--- config.mk ---
export PLATFORM = sky130hd
export DESIGN_NAME = lcd_write_ctrl
export DESIGN_NICKNAME = d
export VERILOG_FILES = /design/src/rtl/lcd_write_ctrl.sv
export SDC_FILE = /design/constraint.sdc
export NUM_CORES = 1
export LEC_CHECK = 0
export CORE_UTILIZATION = 48
export CTS_CLUSTER_DIAMETER = 60
export DETAILED_ROUTE_END_ITERATION = 16
export PLACE_DENSITY = 0.78
export SYNTH_ARGS = -nofsm -noshare
export SYNTH_HDL_FRONTEND = slang
export SYNTH_SLANG_ARGS = --single-unit
--- constraint.sdc ---
create_clock -name clk -period 1.97 [get_ports clk]
set_input_delay 0.4925 -clock clk [delete_from_list [all_inputs] [get_ports clk]]
set_output_delay 0.4925 -clock clk [all_outputs]
set_load 0.01 [all_outputs]
--- src/rtl/lcd_write_ctrl.sv ---
// Character-LCD bus write sequencer: one byte per request, programmable
// setup/pulse/hold/gap timing, 8-bit or 4-bit (two-nibble) bus.
module lcd_write_ctrl #(
    parameter int unsigned SETUP_CYC   = 2,
    parameter int unsigned PULSE_CYC   = 12,
    parameter int unsigned HOLD_CYC    = 2,
    parameter int unsigned GAP_CYC     = 50,
    parameter bit          NIBBLE_MODE = 1'b0
) (
    input  logic       clk,
    input  logic       rst,
    input  logic       wr_enable,
    input  logic       wr_rs,
    input  logic [7:0] wr_data,
    output logic       wr_busy,
    output logic       wr_finish,
    output logic [2:0] state,
    output logic       lcd_e,
    output logic       lcd_rs,
    output logic [7:0] lcd_db
);

    localparam int unsigned MAX_SP  = (SETUP_CYC > PULSE_CYC) ? SETUP_CYC : PULSE_CYC;
    localparam int unsigned MAX_HG  = (HOLD_CYC > GAP_CYC) ? HOLD_CYC : GAP_CYC;
    localparam int unsigned MAX_CYC = (MAX_SP > MAX_HG) ? MAX_SP : MAX_HG;
    localparam int unsigned CW      = $clog2(MAX_CYC + 1);

    localparam logic [CW-1:0] SETUP_LD = CW'(SETUP_CYC - 1);
    localparam logic [CW-1:0] PULSE_LD = CW'(PULSE_CYC - 1);
    localparam logic [CW-1:0] HOLD_LD  = CW'(HOLD_CYC - 1);
    localparam logic [CW-1:0] GAP_LD   = CW'((GAP_CYC == 0) ? 0 : GAP_CYC - 1);
    localparam bit            HAS_GAP  = (GAP_CYC != 0);

    typedef enum logic [2:0] {
        IDLE  = 3'd0,
        SETUP = 3'd1,
        PULSE = 3'd2,
        HOLD  = 3'd3,
        GAP   = 3'd4
    } state_t;

    state_t        state_q, state_d;
    logic [CW-1:0] cnt_q, cnt_d;
    logic          nib_q, nib_d;
    logic [3:0]    lo_q, lo_d;
    logic          e_q, e_d;
    logic          rs_q, rs_d;
    logic [7:0]    db_q, db_d;
    logic          fin_q, fin_d;
    logic          busy_q, busy_d;

    assign state     = state_q;
    assign lcd_e     = e_q;
    assign lcd_rs    = rs_q;
    assign lcd_db    = db_q;
    assign wr_finish = fin_q;
    assign wr_busy   = busy_q;

    // State, counter and output registers
    always_ff @(posedge clk) begin
        if (rst) begin
            state_q <= IDLE;
            cnt_q   <= '0;
            nib_q   <= 1'b0;
            lo_q    <= 4'h0;
            e_q     <= 1'b0;
            rs_q    <= 1'b0;
            db_q    <= 8'h00;
            fin_q   <= 1'b0;
            busy_q  <= 1'b0;
        end else begin
            state_q <= state_d;
            cnt_q   <= cnt_d;
            nib_q   <= nib_d;
            lo_q    <= lo_d;
            e_q     <= e_d;
            rs_q    <= rs_d;
            db_q    <= db_d;
            fin_q   <= fin_d;
            busy_q  <= busy_d;
        end
    end

    // Next-state and next-output logic; counter reloads on every state entry
    always_comb begin
        state_d = state_q;
        cnt_d   = cnt_q;
        nib_d   = nib_q;
        lo_d    = lo_q;
        e_d     = e_q;
        rs_d    = rs_q;
        db_d    = db_q;
        fin_d   = 1'b0;

        case (state_q)
            IDLE: begin
                if (wr_enable) begin
                    state_d = SETUP;
                    cnt_d   = SETUP_LD;
                    nib_d   = 1'b0;
                    lo_d    = wr_data[3:0];
                    rs_d    = wr_rs;
                    db_d    = NIBBLE_MODE ? {wr_data[7:4], 4'h0} : wr_data;
                    e_d     = 1'b0;
                end
            end
            SETUP: begin
                if (cnt_q == '0) begin
                    state_d = PULSE;
                    cnt_d   = PULSE_LD;
                    e_d     = 1'b1;
                end else begin
                    cnt_d = cnt_q - CW'(1);
                end
            end
            PULSE: begin
                if (cnt_q == '0) begin
                    state_d = HOLD;
                    cnt_d   = HOLD_LD;
                    e_d     = 1'b0;
                end else begin
                    cnt_d = cnt_q - CW'(1);
                end
            end
            HOLD: begin
                if (cnt_q == '0) begin
                    if (NIBBLE_MODE && !nib_q) begin
                        state_d = SETUP;
                        cnt_d   = SETUP_LD;
                        nib_d   = 1'b1;
                        db_d    = {lo_q, 4'h0};
                    end else if (HAS_GAP) begin
                        state_d = GAP;
                        cnt_d   = GAP_LD;
                    end else begin
                        state_d = IDLE;
                        cnt_d   = '0;
                        fin_d   = 1'b1;
                    end
                end else begin
                    cnt_d = cnt_q - CW'(1);
                end
            end
            GAP: begin
                if (cnt_q == '0) begin
                    state_d = IDLE;
                    cnt_d   = '0;
                    fin_d   = 1'b1;
                end else begin
                    cnt_d = cnt_q - CW'(1);
                end
            end
            default: begin
                state_d = IDLE;
                cnt_d   = '0;
                e_d     = 1'b0;
            end
        endcase

        busy_d = (state_d != IDLE);
    end

endmodule
# Word level (Yosys, flattened, before mapping)

Index checks and enable logic that the tools add are counted.

Register bits after elaboration: 21
Output and inout port bits: 15
Word-level logic and storage cells: 41

Add/subtract/negate cells: 1
Equality and inequality tests: 7
Mux-type cells: 17
Bitwise operators: 2
Reduce and logical (&&, ||, !) cells: 7

Operators by type and width:

| kind                | number |
|---|---|
| $mux 6              | 5 |
| $pmux 6 s5          | 1 |
| $mux 3              | 5 |
| $pmux 3 s5          | 1 |
| $eq 3x2->1 const B  | 2 |
| $logic_not 6->1     | 1 |
| $ne 2x2->1 const B  | 3 |
| $sub 6x1->6 const B | 1 |
| $mux 1              | 4 |
| $pmux 1 s4          | 1 |
| $reduce_and 4->1    | 1 |
| $reduce_or 2->1     | 2 |
| $eq 3x1->1 const B  | 1 |
| $eq 3x3->1 const B  | 1 |
| $logic_not 3->1     | 1 |
| $reduce_bool 3->1   | 1 |
| $not 1->1           | 2 |
| $reduce_and 2->1    | 1 |

# Depth between registers and ports, before layout

Gate-level depths: netlist of the first run.

Depth after elaboration: 4
Mapped depth: 7
Mapped depth without buffers: 6

# Least setup slack after synthesis of the first run

No wires, ideal clock.

Kind: reg2reg
From: register cnt_q[0]
To: register cnt_q[3]
Setup time: 131 ps
Arrival time: 1528 ps
Required time: 1839 ps
Setup slack: 310 ps
Cell stages (with the launch flop): 8
Cell sequence: dfxtp_1 > inv_1 > ha_1 > or3b_1 > buf_6 > o32a_1 > a22oi_1 > o22ai_1

Word-level cells in the longest chain between the ends: 3
Elaborated cells between the ends (all ways): 7
Classes of those cells: add/sub: 1; mux: 5; reduce/logical: 1

Ends and longest elaborated chain:

| what                                           | line | text |
|---|---|---|
| start, declared                                | 43   | `logic [CW-1:0] cnt_q, cnt_d;` |
| start signal, assigned                         | 73   | `cnt_q <= cnt_d;` |
| $sub 6x1->6 or $logic_not 6->1 (tied branches) | --   |  |
| $mux 6, on equally long branches               | --   |  |
| $pmux 6 s5 (*)                                 | 95   | `case (state_q)` |

Mark *: on every way between the ends. The rest lies on a longest branch, timed or not.
A chain may end at the register's enable or synchronous reset.

# Worst setup path in the final report of the first run

From: register state_q[0] (netlist: state[0])
To: output port state[0]

RTL lines:

| what                   | line | text |
|---|---|---|
| start, declared        | 42   | `state_t state_q, state_d;` |
| start signal, assigned | 72   | `state_q <= state_d;` |
| end, declared          | 17   | `output logic [2:0] state,` |

No word-level cell between the ends.

==> results by stage, run 1 <==
Timing:
- Setup violations remaining at the end of the flow were counted as 0.
- The portion of the clock cycle consumed by the worst path in the final layout is between 90 and 100%.
- After layout, the worst setup slack is roughly 0.15 ns.
- Setup repair after global routing left no endpoint under its margin.
- The count of final hold-check violations is 0.
- The sum of negative setup slack is 0 ns.
- The normalized max-slew margin is ~65%.
- The total count of max-transition violations in the final report is 0.
- For the pin with the worst max-slew slack, the measured transition is around 0.52 ns.
- For this run, the top clock speed supported by timing is roughly 550 MHz.
- The final period demand of the worst path is around 1.8 ns.
- The clock arrives with 0.00683 ns of skew.

Route:
- Dividing the detail-routed via count by the number of cells gives between 5 and 6.
- The detailed router put a total of between 1000 and 1500 µm of wire on met1.
- Wire segments on met3 add up to ~170 µm in the final route.
- The remaining antenna violation count after routing is 0.
- The topmost layer with routed signal wires is met4.
- The detailed route wirelength on metal2 is around 1300 µm.
- The total via count in the routed design is 1077.
- The wire length per cell after detailed routing is roughly 14 µm.
- The remaining routing DRC violations is 0.
- The first TritonRoute pass finished after 4 iterations.
- For this block, the routed nets add up to between 2000 and 3000 µm of wire.
- After the first detailed-routing iteration, the DRC count stood at 33.

Global routing:
- For this run the aggregate overflow at the end of global routing stands at 0.
- Entering global routing, the biggest net connects 13 pins.
- Across every metal layer, demand over resource in global routing totals about a quarter.
- The first-pass GRT wire length is roughly 4700 µm.
- The number of antenna violations at the first check in global routing was 0.
- The number of global-route vias before repair was about 1000.

Die:
- The chip width is approximately 50 µm.
- The top-level port count is 27.
- For this configuration, the core starts out at a cell density of 53.3%.
- The floorplan has 16 rows.
- The area of the die is 0.00249 mm².
- The height of the chip is between 40 and 50 µm.
- The area of the placeable core is 0.00206 mm².

Finish:
- The repair_antennas step left the layout with diodes totalling 0.
- The area added between synthesis and finish is 33.4%.
- The total non-filler cell area in the finished layout is ~0.0015 mm².
- The net count of the finished layout is around 180.
- The share of layout cells above drive strength 1 is roughly 16%.

Clock network:
- The number of clock sinks seen by CTS is 21.
- The insertion delay to the later sink of the worst-skew pair is approximately 0.30 ns.
- The maximum buffer depth of the clock tree is 2.
- The TritonCTS buffer count is 3.
- TritonCTS built the clock tree.
- CTS placed an instance of sky130_fd_sc_hd__clkbuf_4 at the clock tree root.
- Once the clock tree was built, the setup fixing pass inserted 0 buffers.
- The register clock-pin slew on the reported worst setup and hold paths is around 0.12 ns.
- The count of H-tree levels built during CTS is 1.

Place:
- The total of buffers placed on input and output ports is 26.
- After legalization and detailed placement, the total HPWL measured between 2000 and 2500 µm.
- Routability-driven placement finished with a final weighted congestion of just under 0.9.
- The instance area at placement is around 0.0014 mm².
- OpenSTA, run right after detailed placement, puts the worst setup slack at between 0.08 and 0.09 ns.

Critical path:
- The start point of the critical path is state[0]$_SDFF_PP0_.
- STA puts the critical path data arrival time at between 1 and 1.5 ns.
- The type of the worst setup path is flip-flop to output pin.
- Together, buffers and inverters on the worst path number 1.
- The worst register-to-register path has a depth of 6.
- In this design, the stage delay of the slowest critical-path cell is ~0.57 ns.
- The critical path's top delay family is buffers and inverters.
- The critical path goes through clkdlybuf4s50_1.
- The endpoint identified for the worst register-to-register timing path is cnt_q[0]$_SDFFE_PP0N_.
- The launch instance of the worst register-to-register path is cnt_q[1]$_SDFFE_PP0N_.
- The worst-path cell with the longest stage delay is sky130_fd_sc_hd__clkdlybuf4s50_1.
- The worst setup path is launched from a flip-flop.
- The sort of element at the end of the critical path is an output pin.
- Across all register-to-register paths, the minimum setup slack is roughly 0.20 ns.
- The data required time at the worst endpoint is roughly 1.5 ns.
- The maximum net fanout on the critical path is 10.
- The instance count on the critical path is 1.

Yosys:
- The commonest register cell after synthesis is sky130_fd_sc_hd__dfxtp_1.
- The post-synthesis instance area is ~0.0011 mm².
- The distinct cell type count of the synthesized netlist is 39.
- The synthesized design devotes to its leading area cell type a little under two fifths of total area.
- The cell type with the largest total area after synthesis is sky130_fd_sc_hd__dfxtp_1.
- In this run the mean area of a mapped cell was 8.21 µm².
- The number of synthesized register bits is 21.
- The synthesis warning total is 0.
- The sequential area share after synthesis is a little under two fifths.
- Counting every net in the synthesized netlist gives ~150.
- The async set-reset flop share out of synthesis is 0%.
- Counting flops with a built-in enable in the synthesized netlist gives 0.
- Synthesis produced a netlist whose cell count is 134.
- In the post-synthesis netlist, the biggest area contributors are sky130_fd_sc_hd__dfxtp_1 38%, sky130_fd_sc_hd__nand2_1 7.8%, sky130_fd_sc_hd__a21oi_1 5.9%, sky130_fd_sc_hd__xnor2_1 3.2%, sky130_fd_sc_hd__nor3_1 2.7%.

Pwr:
- The worst-case IR drop observed on VDD is 0.000938 V.
- The power density normalized to cell area is ~1500 mW/mm².
- Summed over all cells, the static leakage comes to between 0.5 and 0.6 nW.

Min path:
- The worst hold path was traced through 2 stages.
- The launch instance of the worst min-delay path is lcd_db[6]$_SDFFE_PP0P_.
- In this run the worst hold path is classified as flip-flop to flip-flop.
- The sink of the worst hold path is lcd_db[6]$_SDFFE_PP0P_.

Status:
- The flow ran to the end, and the final reports show no timing, DRC or antenna violations.

Flow run:
- Across the run, the number of max-cap violations was 0.
-- cell usage after synthesis, drive strengths merged, types with 2 or more instances --
master   count
nand2       23
dfxtp       21
a21oi       13
nor3         7
nor2         6
clkbuf       5
inv          5
a211oi       4
nand2b       4
nand3        4
xnor2        4
buf          3
nor3b        3
o21ai        3
o22ai        3
or2          3
a2111oi      2
a32oi        2
ha           2
o32a         2
or3          2
-- layout by cell type, fill, tap and decap left out, types with 2 or more instances in the layout --
cell type / n
sky130_fd_sc_hd__clkdlybuf4s50_1: 26
sky130_fd_sc_hd__ha_1: 2
sky130_fd_sc_hd__or3_1: 2
sky130_fd_sc_hd__a21oi_1: 13
sky130_fd_sc_hd__dfxtp_1: 20
sky130_fd_sc_hd__clkbuf_4: 3
sky130_fd_sc_hd__nor3_1: 6
sky130_fd_sc_hd__nor3b_1: 3
sky130_fd_sc_hd__nand2b_1: 4
sky130_fd_sc_hd__nand2_1: 23
sky130_fd_sc_hd__buf_4: 11
sky130_fd_sc_hd__xnor2_1: 4
sky130_fd_sc_hd__nor2_1: 5
sky130_fd_sc_hd__a211oi_1: 4
sky130_fd_sc_hd__a32oi_1: 2
sky130_fd_sc_hd__nand3_1: 4
sky130_fd_sc_hd__o22ai_1: 3
sky130_fd_sc_hd__or2_2: 3
sky130_fd_sc_hd__inv_1: 5
sky130_fd_sc_hd__o21ai_0: 3
-- how the worst max path moves through the flow --
stage / slack, ns / to
after floorplan: 0.31 / cnt_q[3]$_SDFFE_PP0N_
final: 0.15 / state[0]
after global placement: 0.13 / lcd_db[6]$_SDFFE_PP0P_
after detailed placement: 0.09 / lcd_db[3]$_SDFFE_PP0P_
after global routing: 0.08 / state[2]
after CTS: 0.01 / state[0]
-- metrics by stage --
| stage | hold WS, ns | power [mW] | cells | util [%] |
|---|---|---|---|---|
| 2_1_floorplan | 0.481 | 1.52 | 134 | - |
| 3_3_place_gp | 0.444 | 1.89 | 190 | 69.7 |
| 3_5_place_dp | 0.450 | 1.91 | 190 | 69.7 |
| 4_1_cts | 0.468 | 2.14 | 194 | 71.0 |
| 5_1_grt | 0.494 | 2.32 | 194 | 71.2 |
| 6_report | 0.462 | 2.16 | 194 | 71.2 |
-- cell families (layout without fill, tap and decap cells) --
group / count (synthesis) / after routing / share of synthesized area [%]
fa+ha+maj: 2 / 2 / 2.27
simple gates: 56 / 56 / 26.8
compound gates: 38 / 38 / 24.1
xor+xnor: 4 / 4 / 3.19
flops: 21 / 21 / 38.2
buf+inv: 13 / 46 / 5.35
-- what timing repair did --
item	in CTS	in global routing
hold buffers	0	0
endpoints found under the setup margin	0	2
gates resized for setup	0	2
-- sequential cells by signal, summed over array words and instances, names as in the netlist --
name	flops
lcd_rs	1
cnt_q	6
state	3
wr_finish	1
lcd_e	1
wr_busy	1
lcd_db	8
-- cell type report --
type,instances,area [µm²]
Multi-Input combinational cell,100,623
Timing Repair Buffer,37,343
Fill cell,167,594
Clock buffer,3,22.5
Sequential cell,21,422
Tap cell,27,33.8
Clock inverter,1,5.00
Inverter,5,18.8
-- power breakdown --
| part | switching [mW] | internal, mW | leakage, nW | total (mW) |
|---|---|---|---|---|
| Clock | 0.134 | 0.0756 | 0.0177 | 0.209 |
| Sequential | 0.122 | 0.541 | 0.173 | 0.663 |
| Combinational | 0.678 | 0.609 | 0.353 | 1.29 |
-- metal layers --
layer,GRT usage [%],vias up
li1,-,544
met1,33.0,489
met2,39.9,42
met3,4.32,2
met4,5.71,0
met5,0,-
No activity file was read; power rests on OpenSTA's default activity.
==> run 2, diff against run 1 <==
- ABC_AREA: not set -> 0
- CORE_MARGIN: not set -> 4
- CORE_UTILIZATION: 48 -> 45
- PLACE_DENSITY: 0.78 -> 0.74
==> run 2 against run 1 <==
Global-route usage fell by 6.1 points. Non-clock buffer count fell by 1. Final area fell by 0.34%. Critical path depth did not move. Wire length rose by 6.6%. Sequential share of layout area rose by 0.098 points. Final cell count did not move.
==> results by stage, run 2 (synthesis results as in run 1) <==
Status:
- The run finished with clean final reports.

Global routing:
- The global-route usage over all layers is 18.3% (-6.1 points).
- The maximum number of pins on one net before global-route repair is 16 (+3).
- The number of antenna violations at the first check in global routing was 0 (unchanged).
- The number of global-route vias before repair is 1124 (+8.5%).
- The remaining global-route overflow was 0 (unchanged).
- The first-pass GRT wire length is 4860 µm (+3.4%).

Clock network:
- The maximum buffer depth of the clock tree is 2 (unchanged).
- The post-CTS setup repair buffer count is 0 (unchanged).
- The insertion delay to the later sink of the worst-skew pair came to 0.30 ns (about the same).
- The TritonCTS buffer count is 3 (unchanged).
- The register clock-pin slew on the reported worst setup and hold paths was 0.11 ns (about the same).
- The CTS root buffer is sky130_fd_sc_hd__clkbuf_4.
- The clock tree from TritonCTS is done.
- The count of H-tree levels built during CTS came to 1 (unchanged).
- The number of clock sinks seen by CTS came to 21 (unchanged).

Critical path:
- Walking the worst path, the cells encountered are clkdlybuf4s50_1.
- The critical path's top delay family is buffers and inverters.
- The critical path startpoint category is a flip-flop.
- The combined buffer and inverter count along the critical path is 1 (unchanged).
- The number of cell instances on the worst register-to-register path is 6 (unchanged).
- For this design, the slowest cell found on the critical path is sky130_fd_sc_hd__clkdlybuf4s50_1.
- The data arrival time of the critical path came to 1.42 ns (+0.09 ns).
- The type of the worst setup path is flip-flop to output pin.
- The launch instance of the worst register-to-register path is cnt_q[1]$_SDFFE_PP0N_.
- In this run the critical register-to-register path is captured at cnt_q[0]$_SDFFE_PP0N_.
- The maximum net fanout on the critical path is 10 (unchanged).
- The largest incremental delay on the critical path came to 0.60 ns (+0.03 ns).
- The sort of element at the end of the critical path is an output pin.
- The data required time at the worst endpoint is 1.48 ns (about the same).
- The setup slack of the most critical reg-to-reg path is 0.20 ns (about the same).

Die:
- The number of core rows is 17 (+1).
- The height of the chip is 57.4 µm (+15%).
- The chip width is 57.4 µm (+15%).
- The area of the placeable core is 0.00228 mm² (+10%).
- The starting density of the core is 48.3% (-5.0 points).
- The area of the die came to 0.00330 mm² (+33%).
- The top-level port count is 27 (unchanged).

Min path:
- The cell depth of the worst min-delay path is 2 (unchanged).
- The sink of the worst hold path is lcd_db[3]$_SDFFE_PP0P_.
- In this run the most critical hold path is launched from lcd_db[3]$_SDFFE_PP0P_.
- In this run the worst hold path is classified as flip-flop to flip-flop.

Flow run:
- The max-capacitance violation count is 0 (unchanged).

Finish:
- The layout net count is 181 (-0.55%).
- In the layout the commonest cells are 26 x sky130_fd_sc_hd__clkdlybuf4s50_1, 23 x sky130_fd_sc_hd__nand2_1, 20 x sky130_fd_sc_hd__dfxtp_1.
- Leaving out fill and tap cells, the most frequent cell in the layout is sky130_fd_sc_hd__clkdlybuf4s50_1.
- The antenna diode count is 0 (unchanged).
- The area added between synthesis and finish is 33.0%.
- The share of layout cells above drive strength 1 is 15.1% (-0.51 points).
- The final cell utilization of the core is 64.3% (-6.9 points).
- The final non-filler cell total was 194 (unchanged).
- The total non-filler cell area in the finished layout is 0.00146 mm² (-0.34%).
- The number of flip-flops in the largest register came to 8 (unchanged).

Timing:
- The portion of the clock cycle consumed by the worst path in the final layout was 97.2% (+4.9 points).
- The post-route clock skew came to 0.00588 ns (-0.000954 ns).
- The count of final hold-check violations is 0 (unchanged).
- The worst setup margin is 0.0551 ns (-0.0971 ns).
- The highest clock rate is 522 MHz (-5.1%).
- The sum of negative setup slack was 0 ns (unchanged).
- The total count of max-transition violations in the final report is 0 (unchanged).
- The final hold slack is 0.468 ns (+0.00590 ns).
- The setup-violating endpoint count in the final report was 0 (unchanged).
- The final period demand of the worst path is 1.91 ns (+0.0971 ns).
- The normalized max-slew margin was 70.2% (+5.0 points).
- The slew at the pin closest to its max-slew limit came to 0.446 ns (-0.0754 ns).
- Setup repair after global routing left no endpoint under its margin.

Pwr:
- The proportion of power drawn by the clock network is 9.5% (-0.2 points).
- The switching power as a share of total power is 43.7% (+0.45 points).
- The net switching power is 0.945 mW (+1.1%).
- The power share of the sequential group is 31.3% (+0.6 points).
- The largest voltage drop on the vdd net is 0.00110 V (+18%).
- The static leakage power was 0.538 nW (-0.93%).
- The portion of total power attributed to combinational logic is 59.2% (-0.4 points).
- The internal power consumption is 1.22 mW (-0.71%).
- The power density normalized to cell area is 1480 mW/mm² (+0.44%).
- The final total power is 2.16 mW (about the same).

Place:
- The number of cells after detailed placement is 190 (unchanged).
- The instance area at placement is 0.00143 mm² (-0.44%).
- The sum of net half-perimeters after detailed placement was 2190 µm (+7.3%).
- The pre-CTS worst setup slack is 0.0792 ns (-0.0106 ns).
- The placer congestion estimate came to 0.827 (-6.6%).
- The total of buffers placed on input and output ports came to 26 (unchanged).

Route:
- The wire length per cell after detailed routing is 14.8 µm (+6.6%).
- The detailed router's first-iteration violation count is 31 (-6.1%).
- The remaining routing DRC violations was 0 (unchanged).
- The total via count in the routed design came to 1130 (+4.9%).
- The average via count per standard cell was 5.82 (+4.9%).
- The total wire length is 2870 µm (+6.6%).
- The remaining antenna violation count after routing is 0 (unchanged).
- The number of search-and-repair iterations in the first detailed-routing pass is 4 (unchanged).
-- run 2: tightest hold or removal path, stage by stage (launching register included) --
cell and delay [ns]:
sky130_fd_sc_hd__dfxtp_1 0.33, sky130_fd_sc_hd__nand2_1 0.05, sky130_fd_sc_hd__a21oi_1 0.06
-- run 2: timing repair --
item	in CTS	in global routing
endpoints found under the setup margin	0	3
hold buffers	0	0
gates resized for setup	0	3
-- run 2: how the worst max path moves through the flow --
stage,start,endpoint,cells past startpoint
CTS,state[0]$_SDFF_PP0_,state[0],1
floorplan,cnt_q[0]$_SDFFE_PP0N_,cnt_q[3]$_SDFFE_PP0N_,7
global placement,wr_enable,lcd_db[3]$_SDFFE_PP0P_,5
detailed placement,wr_enable,cnt_q[4]$_SDFFE_PP0N_,6
finish,state[0]$_SDFF_PP0_,state[0],1
global route,state[1]$_SDFF_PP0_,state[1],1
-- run 2: per-layer routing --
| layer | vias to the layer above | share of wire [%] | GRT usage (%) |
|---|---|---|---|
| li1 | 548 | - | - |
| met1 | 523 | 41 | 22.0 |
| met2 | 53 | 50 | 31.8 |
| met3 | 6 | 6.5 | 2.26 |
| met4 | 0 | 1.9 | 8.94 |
| met5 | - | 0 | 0 |
-- run 2: layout make-up --
cell class,instances,area [µm²]
fillers,186,813
multi-input cells,100,624
clock inverters,1,5.00
repair buffers,36,335
flip-flops and latches,21,422
clock buffers,3,22.5
well taps,28,35.0
inverters,5,18.8
-- run 2: power by group through the flow --
stage               Sequential (mW)  Combinational, mW  Clock, mW
finish                        0.677               1.28      0.204
global route                  0.702               1.40      0.228
CTS                           0.671               1.25      0.213
detailed placement            0.679               1.24          0
global placement              0.673               1.21          0
floorplan                     0.670              0.846          0
